[src/rtl/uart_tx.sv]
// UART transmitter: start, DATA_WIDTH data bits LSB first, optional parity, stop.
// Define UART_TX_PARITY_EN to build the parity bit and the PARITY state.
module uart_tx #(
    parameter int DATA_WIDTH = 8
) (
    input  logic                  clk,
    input  logic                  rst,
    input  logic [DATA_WIDTH-1:0] P_DATA,
    input  logic                  Data_Valid,
    input  logic                  PAR_EN,
    input  logic                  PAR_TYP,
    input  logic [5:0]            Prescale,
    output logic                  TX_OUT,
    output logic                  Busy
);

    typedef enum logic [2:0] {
        IDLE   = 3'd0,
        START  = 3'd1,
        DATA   = 3'd2,
`ifdef UART_TX_PARITY_EN
        PARITY = 3'd3,
`endif
        STOP   = 3'd4
    } state_t;

    localparam logic [3:0] LAST_BIT = 4'(DATA_WIDTH - 1);

    state_t                state_q, state_d;
    logic [5:0]            cnt_q, cnt_d;
    logic [5:0]            presc_q, presc_d;
    logic [3:0]            bit_q, bit_d;
    logic [DATA_WIDTH-1:0] shift_q, shift_d;
    logic                  tx_q, tx_d;
    logic                  busy_q, busy_d;
    logic                  last;

`ifdef UART_TX_PARITY_EN
    logic pen_q, pen_d;
    logic par_q, par_d;
`else
    logic unused_par;
    assign unused_par = PAR_EN ^ PAR_TYP;
`endif

    // Prescale of 0 wraps the compare value to 63, giving 64 cycles.
    assign last = (cnt_q == presc_q - 6'd1);

    always_comb begin
        state_d = state_q;
        cnt_d   = cnt_q + 6'd1;
        presc_d = presc_q;
        bit_d   = bit_q;
        shift_d = shift_q;
        tx_d    = tx_q;
        busy_d  = busy_q;
`ifdef UART_TX_PARITY_EN
        pen_d   = pen_q;
        par_d   = par_q;
`endif
        unique case (state_q)
            IDLE: begin
                cnt_d  = '0;
                tx_d   = 1'b1;
                busy_d = 1'b0;
                if (Data_Valid) begin
                    state_d = START;
                    presc_d = Prescale;
                    shift_d = P_DATA;
                    bit_d   = '0;
                    tx_d    = 1'b0;
                    busy_d  = 1'b1;
`ifdef UART_TX_PARITY_EN
                    pen_d   = PAR_EN;
                    par_d   = (^P_DATA) ^ PAR_TYP;
`endif
                end
            end
            START: begin
                if (last) begin
                    cnt_d   = '0;
                    state_d = DATA;
                    bit_d   = '0;
                    tx_d    = shift_q[0];
                    shift_d = shift_q >> 1;
                end
            end
            DATA: begin
                if (last) begin
                    cnt_d = '0;
                    if (bit_q == LAST_BIT) begin
                        state_d = STOP;
                        tx_d    = 1'b1;
`ifdef UART_TX_PARITY_EN
                        if (pen_q) begin
                            state_d = PARITY;
                            tx_d    = par_q;
                        end
`endif
                    end else begin
                        bit_d   = bit_q + 4'd1;
                        tx_d    = shift_q[0];
                        shift_d = shift_q >> 1;
                    end
                end
            end
`ifdef UART_TX_PARITY_EN
            PARITY: begin
                if (last) begin
                    cnt_d   = '0;
                    state_d = STOP;
                    tx_d    = 1'b1;
                end
            end
`endif
            STOP: begin
                if (last) begin
                    cnt_d   = '0;
                    state_d = IDLE;
                    tx_d    = 1'b1;
                    busy_d  = 1'b0;
                end
            end
            default: begin
                state_d = IDLE;
                cnt_d   = '0;
                tx_d    = 1'b1;
                busy_d  = 1'b0;
            end
        endcase
    end

    always_ff @(posedge clk or negedge rst) begin
        if (!rst) begin
            state_q <= IDLE;
            cnt_q   <= '0;
            presc_q <= '0;
            bit_q   <= '0;
            shift_q <= '0;
            tx_q    <= 1'b1;
            busy_q  <= 1'b0;
`ifdef UART_TX_PARITY_EN
            pen_q   <= 1'b0;
            par_q   <= 1'b0;
`endif
        end else begin
            state_q <= state_d;
            cnt_q   <= cnt_d;
            presc_q <= presc_d;
            bit_q   <= bit_d;
            shift_q <= shift_d;
            tx_q    <= tx_d;
            busy_q  <= busy_d;
`ifdef UART_TX_PARITY_EN
            pen_q   <= pen_d;
            par_q   <= par_d;
`endif
        end
    end

    assign TX_OUT = tx_q;
    assign Busy   = busy_q;

endmodule

[config.mk]
export PLATFORM = sky130hd
export DESIGN_NAME = uart_tx
export DESIGN_NICKNAME = d
export VERILOG_FILES = /design/src/rtl/uart_tx.sv
export SDC_FILE = /design/constraint.sdc
export NUM_CORES = 1
export LEC_CHECK = 0
export BUFFER_PORTS_ARGS = -buffer_cell sky130_fd_sc_hd__buf_2
export CELL_PAD_IN_SITES_DETAIL_PLACEMENT = 1
export CELL_PAD_IN_SITES_GLOBAL_PLACEMENT = 1
export CORE_UTILIZATION = 35
export DETAILED_ROUTE_END_ITERATION = 16
export GPL_TIMING_DRIVEN = 1
export PLACE_DENSITY_LB_ADDON = 0.1
export SYNTH_ARGS = -nofsm -noshare
export SYNTH_HDL_FRONTEND = slang
export SYNTH_SLANG_ARGS = --single-unit
[constraint.sdc]
create_clock -name clk -period 2.6 [get_ports clk]
set_clock_uncertainty 0.1 [all_clocks]
set_input_delay 0.13 -clock clk [delete_from_list [all_inputs] [get_ports clk]]
set_output_delay 0.13 -clock clk [all_outputs]
set_load 0.05 [all_outputs]
# After elaboration in Yosys (flattened, before gate mapping)

Cells that the tools add are included.

Flip-flop bits (word level): 29
Input port bits: 19
Output and inout port bits: 2
Logic and storage cells: 58

$add $sub $neg: 3
Eq/ne operators: 11
Multiplexer cells: 27
Bitwise logic cells: 1
Reductions and logical operators: 9

Operator list:

| operator              | number |
|---|---|
| $mux W8               | 4 |
| $pmux W8 S3           | 1 |
| $mux W4               | 4 |
| $mux W3               | 5 |
| $mux W6               | 2 |
| $ne A2 B2 Y1 const B  | 6 |
| $pmux W3 S4           | 1 |
| $pmux W4 S3           | 1 |
| $reduce_and A5 Y1     | 2 |
| $mux W1               | 7 |
| $add A6 B1 Y6 const B | 1 |
| $eq A6 B6 Y1          | 1 |
| $sub A6 B1 Y6 const B | 1 |
| $add A4 B1 Y4 const B | 1 |
| $eq A4 B3 Y1 const B  | 1 |
| $pmux W1 S4           | 1 |
| $reduce_and A2 Y1     | 2 |
| $eq A3 B1 Y1 const B  | 1 |
| $eq A3 B2 Y1 const B  | 1 |
| $eq A3 B3 Y1 const B  | 1 |
| $logic_not A3 Y1      | 1 |
| $pmux W1 S3           | 1 |
| $reduce_and A3 Y1     | 1 |
| $reduce_bool A3 Y1    | 1 |
| other kinds (3)       | 3 |

# Depth between registers and ports, before layout

Gate-level depths: netlist (run 1).

Word-level depth: 4
Gate-level depth with buffers: 7
Gate-level depth less buffers: 7

# Worst setup path after synthesis (run 1)

No wires, ideal clock.

Path kind: register to register
Start: reg presc_q[0]
End: reg shift_q[0]
Library setup time: 125 ps
Arrival time: 2079 ps
Required time: 2375 ps
Path slack: 296 ps
Stages on the path, launching flop included: 8
Path buffers: 0
Clock period less this slack: 2304 ps
Path through: dfrtp_1 > inv_1 > ha_1 > or3b_1 > a211oi_2 > o211ai_4 > o21bai_4 > mux2_4

Word-level cells in the longest chain between the ends: 4
Elaborated cells on any way between the ends: 5
Those cells by class: 1 x add/sub; 3 x eq/ne; 1 x reduce/logical

RTL lines:

| element                       | RTL line | RTL |
|---|---|---|
| from (decl)                   | 31       | `logic [5:0] presc_q, presc_d;` |
| from (signal assigned)        | 149      | `presc_q <= presc_d;` |
| $sub A6 B1 Y6 *               | 47       | `assign last = (cnt_q == presc_q - 6'd1);` |
| $eq A6 B6 Y1 *                | 47       |  |
| $ne A2 B2 Y1 (no line)        | n/a      |  |
| $reduce_and A5 Y1 (no line) * | n/a      |  |
| to (signal assigned)          | 151      | `shift_q <= shift_d;` |
| to (decl)                     | 33       | `logic [DATA_WIDTH-1:0] shift_q, shift_d;` |

Mark *: on every way between the ends. The rest lies on a longest branch, timed or not.
A chain may end at the register's enable or synchronous reset.

# Worst setup path in the final report (run 1)

Start: reg presc_q[0]
End: reg shift_q[5]

Same word-level chain as after synthesis.

==> results.sh, run 1 <==
export IMPL_ys_ff_latch=29
export IMPL_startpoint="presc_q[0]"
export IMPL_yosysSeqAreaShare=0.457
export IMPL_clk_latency_ps=280
export IMPL_critPathKind="reg2reg"
export IMPL_use_met2=0.259
export IMPL_cts_max_level=2
export IMPL_max_slew_margin=0.541
export IMPL_path_cells="inv_1 > ha_1 > or3b_1 > a211oi_2 > o211ai_4 > o21bai_4 > buf_12 > mux2_4"
export IMPL_use_met1=0.220
export IMPL_grt_max_degree=30
export IMPL_track_usage=0.166
export IMPL_dr_pass1_iters=4
export IMPL_diodes=0
export IMPL_dpl_worst_slack_ps=31.5
export IMPL_min_from="P_DATA[7]"
export IMPL_hpwl_um=2440
export IMPL_num_vias=1176
export IMPL_drive_gt1_frac=0.318
export IMPL_setup_violations=0
export IMPL_layout_setup_ws_ps=125
export IMPL_cts_sinks=29
export IMPL_synth_nets=158
export IMPL_syn_avg_cell_area_um2=11.7
export IMPL_leakage_nw=0.854
export IMPL_die_area_um2=4820
export IMPL_pin_count=21
export IMPL_irDropWorstVdd_v=0.000435
export IMPL_design_area_um2=1940
export IMPL_synth_cell_types=43
export IMPL_antenna_found_initial=0
export IMPL_power_density_nw_per_um2=1160
export IMPL_die_h_um=69.4
export IMPL_slew_violations=0
export IMPL_routabilityCongestion=0.708
export IMPL_swShare=0.383
export IMPL_drc=0
export IMPL_p_int_mw=1.39
export IMPL_grt_pass1_wl_um=6250
export IMPL_synthArstFlopShare=1.00
export IMPL_fmax_mhz=404
export IMPL_netlist_instances=136
export IMPL_cts_path_max_buffers=2
export IMPL_finalSetupTns_ps=0
export IMPL_n_fill_cell=475
export IMPL_worstMarginPinSlew_ps=688
export IMPL_overflow=0
export IMPL_r2r_start="presc_q[0]"
export IMPL_end_kind="flip-flop"
export IMPL_p_seq_frac=0.346
export IMPL_drt_iter0_markers=62
export IMPL_postPlaceCellArea_um2=1760
export IMPL_grt_pass1_vias=1256
export IMPL_drv_cap=0
export IMPL_critPathMaxFanout=7
export IMPL_period_share=0.952
export IMPL_syn_to_final_growth_pct=21.7
export IMPL_hp_class="in2reg"
export IMPL_worst_setup_path_start_kind="flip-flop"
export IMPL_comb_power_share=0.483
export IMPL_status="completed"
export IMPL_die_w_um=69.4
export IMPL_ys_warn_count=0
export IMPL_cts_buffers=5
export IMPL_ant_nets=0
export IMPL_path_clk_slew_ps=60
export IMPL_cts_resized=0
export IMPL_critPathSlowestCell="dfrtp_1"
export IMPL_netSwitchingPower_mw=0.862
export IMPL_post_route_util=0.445
export IMPL_wirelength_um=3500
export IMPL_start_util=0.365
export IMPL_rows=24
export IMPL_portBuffers=18
export IMPL_cts_tree="yes"
export IMPL_coreArea_um2=4350
export IMPL_synth_main_ff_cell="dfrtp_1"
export IMPL_viasPerCell=5.30
export IMPL_cp_arrival_ps=2540
export IMPL_required_ps=2660
export IMPL_route_detailed_wl_per_inst_um=15.7
export IMPL_grt_met3_usage=0.0349
export IMPL_netlist_area_um2=1590
export IMPL_clockRootBuffer="clkbuf_8"
export IMPL_fin_nets=191
export IMPL_grt_busiest_layer="met2"
export IMPL_period_minus_slack_ps=2470
export IMPL_synth_edf_count=0
export IMPL_rsz0062_at_grt="false"
export IMPL_clock_power_share=0.171
export IMPL_hold_viol=0
export IMPL_total_power_mw=2.25
export IMPL_slowest_delay_ps=420
timing repair:
item                                    4_1_cts  5_1_grt
endpoints found under the hold margin        34        0
hold buffers                                  7        0
endpoints found under the setup margin        0        7
buffers inserted                              0        1
Yosys cell counts (all sizes together), types with 2 or more instances:
library cell / count / area [um^2]
mux2: 19 / 240
nor2: 12 / 45.0
a21oi: 2 / 10.0
nand3: 4 / 20.0
o21ai: 6 / 33.8
a211oi: 2 / 20.0
a221o: 2 / 20.0
nor3b: 2 / 15.0
dfrtp: 28 / 701
nand2: 4 / 15.0
o211ai: 2 / 28.8
clkbuf: 2 / 7.51
xnor2: 7 / 61.3
nor3: 4 / 20.0
nand3b: 2 / 15.0
o22ai: 2 / 12.5
ha: 3 / 37.5
inv: 6 / 22.5
and3: 3 / 18.8
xor2: 6 / 52.6
logic make-up after synthesis:
kind of cell	count (synthesis)	share of synthesized area
and+or+nand+nor	39	0.143
DFF	29	0.457
AOI/OAI and AO/OA	24	0.131
muxes	19	0.151
xor gates and xnor gates	13	0.0716
buffers and inverters	9	0.0220
adders and majority gates	3	0.0236
metrics by stage:
stage / hold slack, ps / cells
6_report: 18.0 / 222
3_3_place_gp: 92.3 / 206
4_1_cts: 15.9 / 221
3_5_place_dp: 128 / 206
5_1_grt: 48.7 / 222
2_1_floorplan: -266 / 136
routing by layer:
metal,vias up,routed length [um]
met2,17,1720
li1,555,-
met5,-,0
met1,597,1620
met3,7,91
met4,0,58
sequential cells by signal, indices dropped and copies added, names as in the netlist:
name,count
state_q,3
bit_q,4
Busy,1
cnt_q,6
TX_OUT,1
shift_q,8
presc_q,6
path summary, 6_finish.rpt:
kind | end | slack, ps | cells past startpoint
worst min-delay path | shift_q[7] | 20 | 3
worst max register to register | shift_q[5] | 130 | 8
min in group asynchronous | shift_q[5] | 330 | 2
worst max-delay path | shift_q[5] | 130 | 8
max in group asynchronous | state_q[1] | 1630 | 2
worst min register to register | cnt_q[0] | 410 | 1
final cells by class:
type | instances | area, um^2 | share of cell area
clock buffers | 8 | 90.1 | 0.0465
repair buffers | 29 | 203 | 0.105
inverters | 6 | 22.5 | 0.0116
multi-input cells | 98 | 828 | 0.428
well taps | 52 | 65.1 | 0.0336
flip-flops and latches | 29 | 727 | 0.376
critical path, delay by kind of cell (launching register included):
kind	cells	cell delay (ps)
simple gates	1	390
mux	1	300
compound gates	3	680
buf+inv	2	240
flops	1	420
fa+ha+maj	1	240
cell usage in the layout (no fill, tap or decap), types with 2 or more instances in the layout:
cell / synthesis / layout
dfrtp_1: 28 / 28
buf_2: 1 / 18
nor2_1: 12 / 12
mux2_2: 11 / 11
xnor2_1: 7 / 7
mux2_4: 7 / 7
dlygate4sd3_1: 0 / 7
inv_1: 6 / 6
xor2_1: 6 / 6
clkbuf_8: 0 / 6
o21ai_0: 5 / 5
nor3_1: 4 / 4
nand3_1: 4 / 4
nand2_1: 4 / 4
and3_1: 3 / 3
ha_1: 3 / 3
buf_4: 0 / 3
nand3b_1: 2 / 2
a21oi_1: 2 / 2
nor3b_1: 2 / 2
a221o_1: 2 / 2
o22ai_1: 2 / 2
clkbuf_1: 2 / 2
power groups by stage:
stage | Combinational [mW] | Clock (mW) | Sequential, mW
after detailed placement | 1.06 | 0 | 0.789
after floorplan | 0.812 | 0 | 0.786
after global placement | 1.02 | 0 | 0.778
after global routing | 1.21 | 0.425 | 0.808
after CTS | 1.08 | 0.399 | 0.781
final | 1.09 | 0.385 | 0.779
Power figures use the tool's default switching activity.
==> run 2: changes to the inputs <==
--- a/config.mk
+++ b/config.mk
@@ -5,6 +5,7 @@
 export SDC_FILE = /design/constraint.sdc
 export NUM_CORES = 1
 export LEC_CHECK = 0
+export ABC_AREA = 1
 export BUFFER_PORTS_ARGS = -buffer_cell sky130_fd_sc_hd__buf_2
 export CELL_PAD_IN_SITES_DETAIL_PLACEMENT = 1
 export CELL_PAD_IN_SITES_GLOBAL_PLACEMENT = 1
==> run 2 against run 1 <==
Effect of this change:
- worst hold slack worse by 7.0 ps
- largest cell class unchanged
- critical path depth up 5
- critical endpoint is now bit_q[3]
- die area increased by 2.9%
- non-clock buffer count shrank 4
==> results.sh, run 2 <==
export IMPL_die_area_um2=4960
export IMPL_slew_violations=0
export IMPL_mostFrequentLayoutCells="nand2_1, dfrtp_1, inv_1, nor2_1, buf_2"
export IMPL_worst_setup_path_start_kind="flip-flop"
export IMPL_overflow=0
export IMPL_fmax_mhz=479
export IMPL_cts_sinks=29
export IMPL_max_slew_margin=0.535
export IMPL_die_h_um=70.4
export IMPL_synthTopCellsByCount="nand2_1, dfrtp_1, inv_1, nor2_1, nand4_1"
export IMPL_hold_viol=0
export IMPL_r2r_start="presc_q[0]"
export IMPL_cp_arrival_ps=2160
export IMPL_cts_tree="yes"
export IMPL_cts_resized=0
export IMPL_diodes=0
export IMPL_synth_nets=237
export IMPL_fin_nets=262
export IMPL_endpoint="bit_q[3]"
export IMPL_synthTopCellsByArea="dfrtp_1, nand2_1, nand4_1, inv_1, nor2_1"
export IMPL_period_share=0.802
export IMPL_viasPerCell=4.87
export IMPL_dr_pass1_iters=4
export IMPL_route_detailed_wl_per_inst_um=13.6
export IMPL_rsz0062_at_grt="false"
export IMPL_pin_count=21
export IMPL_drc=0
export IMPL_track_usage=0.186
export IMPL_required_ps=2680
export IMPL_path_clk_slew_ps=70
export IMPL_rows=24
export IMPL_wirelength_um=3970
export IMPL_period_minus_slack_ps=2090
export IMPL_leakage_nw=1.05
export IMPL_worstMarginPinSlew_ps=697
export IMPL_ys_warn_count=0
export IMPL_worst_r2r_endpoint="bit_q[3]"
export IMPL_antenna_found_initial=0
export IMPL_top_regs="shift_q x8, cnt_q x6, presc_q x6"
export IMPL_synth_edf_count=0
export IMPL_startpoint="presc_q[0]"
export IMPL_netlist_instances=215
export IMPL_routabilityCongestion=0.770
export IMPL_reg2reg_depth=13
export IMPL_synth_top_area_share=0.428
export IMPL_portBuffers=18
export IMPL_critPathKind="reg2reg"
export IMPL_critPathMaxFanout=13
export IMPL_clk_latency_ps=280
export IMPL_ant_nets=0
export IMPL_die_w_um=70.4
export IMPL_yosysSeqAreaShare=0.444
export IMPL_syn_to_final_growth_pct=18.5
export IMPL_status="completed"
export IMPL_drt_iter0_markers=39
export IMPL_clockRootBuffer="clkbuf_8"
export IMPL_finalSetupTns_ps=0
export IMPL_power_density_nw_per_um2=1080
export IMPL_grt_pass1_vias=1617
export IMPL_worst_hold_slack_ps=11.0
export IMPL_end_kind="flip-flop"
export IMPL_irDropWorstVdd_v=0.000356
export IMPL_hp_class="in2reg"
export IMPL_num_vias=1428
export IMPL_ys_ff_latch=29
export IMPL_hpwl_um=2900
export IMPL_grt_max_degree=30
export IMPL_synth_main_ff_cell="dfrtp_1"
export IMPL_cts_buffers=5
export IMPL_cts_path_max_buffers=2
export IMPL_synth_cell_types=27
export IMPL_cts_max_level=2
export IMPL_coreArea_um2=4410
export IMPL_largest_register_ffs=8
export IMPL_regMostFlops="shift_q"
export IMPL_total_power_mw=2.10
export IMPL_start_util=0.371
export IMPL_netlist_area_um2=1640
export IMPL_mostFrequentLayoutCell="nand2_1"
export IMPL_setup_violations=0
export IMPL_grt_pass1_wl_um=7260
export IMPL_drv_cap=0
export IMPL_syn_avg_cell_area_um2=7.62
export IMPL_synthArstFlopShare=1.00
export IMPL_synth_top_area_cell="dfrtp_1"
export IMPL_drive_gt1_frac=0.174
export IMPL_yosysMostFrequentCell="nand2_1"
export IMPL_r2r_slack_ps=510
-- run 2: cell types whose count changed after synthesis, sizes merged, moves of 6 or more --
| cell | delta |
|---|---|
| mux2 | -18 |
| nor2 | +11 |
| xnor2 | -6 |
| nand4 | +14 |
| inv | +17 |
| nand2 | +77 |
| nand3 | +11 |
-- run 2: worst min-delay path by stage --
stage | start | to | slack (ps) | cells after the start
finish | Prescale[2] | presc_q[2] | 10 | 3
global route | Prescale[2] | presc_q[2] | 30 | 3
CTS | Prescale[2] | presc_q[2] | 7 | 3
detailed placement | rst | presc_q[3] | 120 | 1
global placement | rst | presc_q[4] | 100 | 1
floorplan | rst | Busy | -270 | 0
-- run 2: logic make-up (layout without fill, tap and decap cells) --
| family | Yosys count | after routing | synth area share |
|---|---|---|---|
| and+or+nand+nor | 137 | 137 | 0.380 |
| xor gates and xnor gates | 7 | 7 | 0.0374 |
| buffers and inverters | 30 | 56 | 0.0825 |
| DFF | 29 | 29 | 0.444 |
| muxes | 1 | 1 | 0.00687 |
| AOI/OAI and AO/OA | 8 | 8 | 0.0267 |
| adders and majority gates | 3 | 3 | 0.0229 |
-- run 2: cell type report --
class	count	area [um^2]
multi-input combinational	156	776
timing repair buffer	25	153
tap	52	65.1
inverter	23	86.3
fill	550	2470
sequential	29	727
clock inverter	3	65.1
clock buffer	5	68.8
-- run 2: metrics by stage --
stage | setup WS [ps] | cell area [um^2] | util | instances
CTS | 482 | 1940 | 0.440 | 293
global route | 254 | 1940 | 0.440 | 293
global placement | 548 | 1770 | 0.400 | 281
floorplan | 828 | 1640 | - | 215
detailed placement | 492 | 1770 | 0.400 | 281
finish | 514 | 1940 | 0.440 | 293
-- run 2: per-layer routing --
metal  up-vias  GRT usage  wire, um
met1       680      0.226      1800
li1        730          -         -
met5         -          0         0
met4         0     0.0489        42
met3         5     0.0491        96
met2        13      0.323      2030
-- run 2: critical path, stage by stage, from the launching register on --
cell     delay [ps]
dfrtp_1         400
inv_2           110
ha_1            210
inv_1            50
nand2_1          70
nand2_1          50
nand2_1          50
nand3_1          90
nor2_2          100
nand3_2         170
nand2_4         220
nand3_4         190
nand2_1         120
nand2_1          60
-- run 2: repair_timing --
action / CTS / global route
endpoints found under the hold margin: 31 / 0
setup buffers: 0 / 0
hold buffers: 4 / 0
-- run 2: report_power, final --
group	leakage [nW]	switching, mW	internal, mW
logic	0.625	0.460	0.284
clock network	0.0681	0.189	0.381
registers	0.354	0.144	0.638
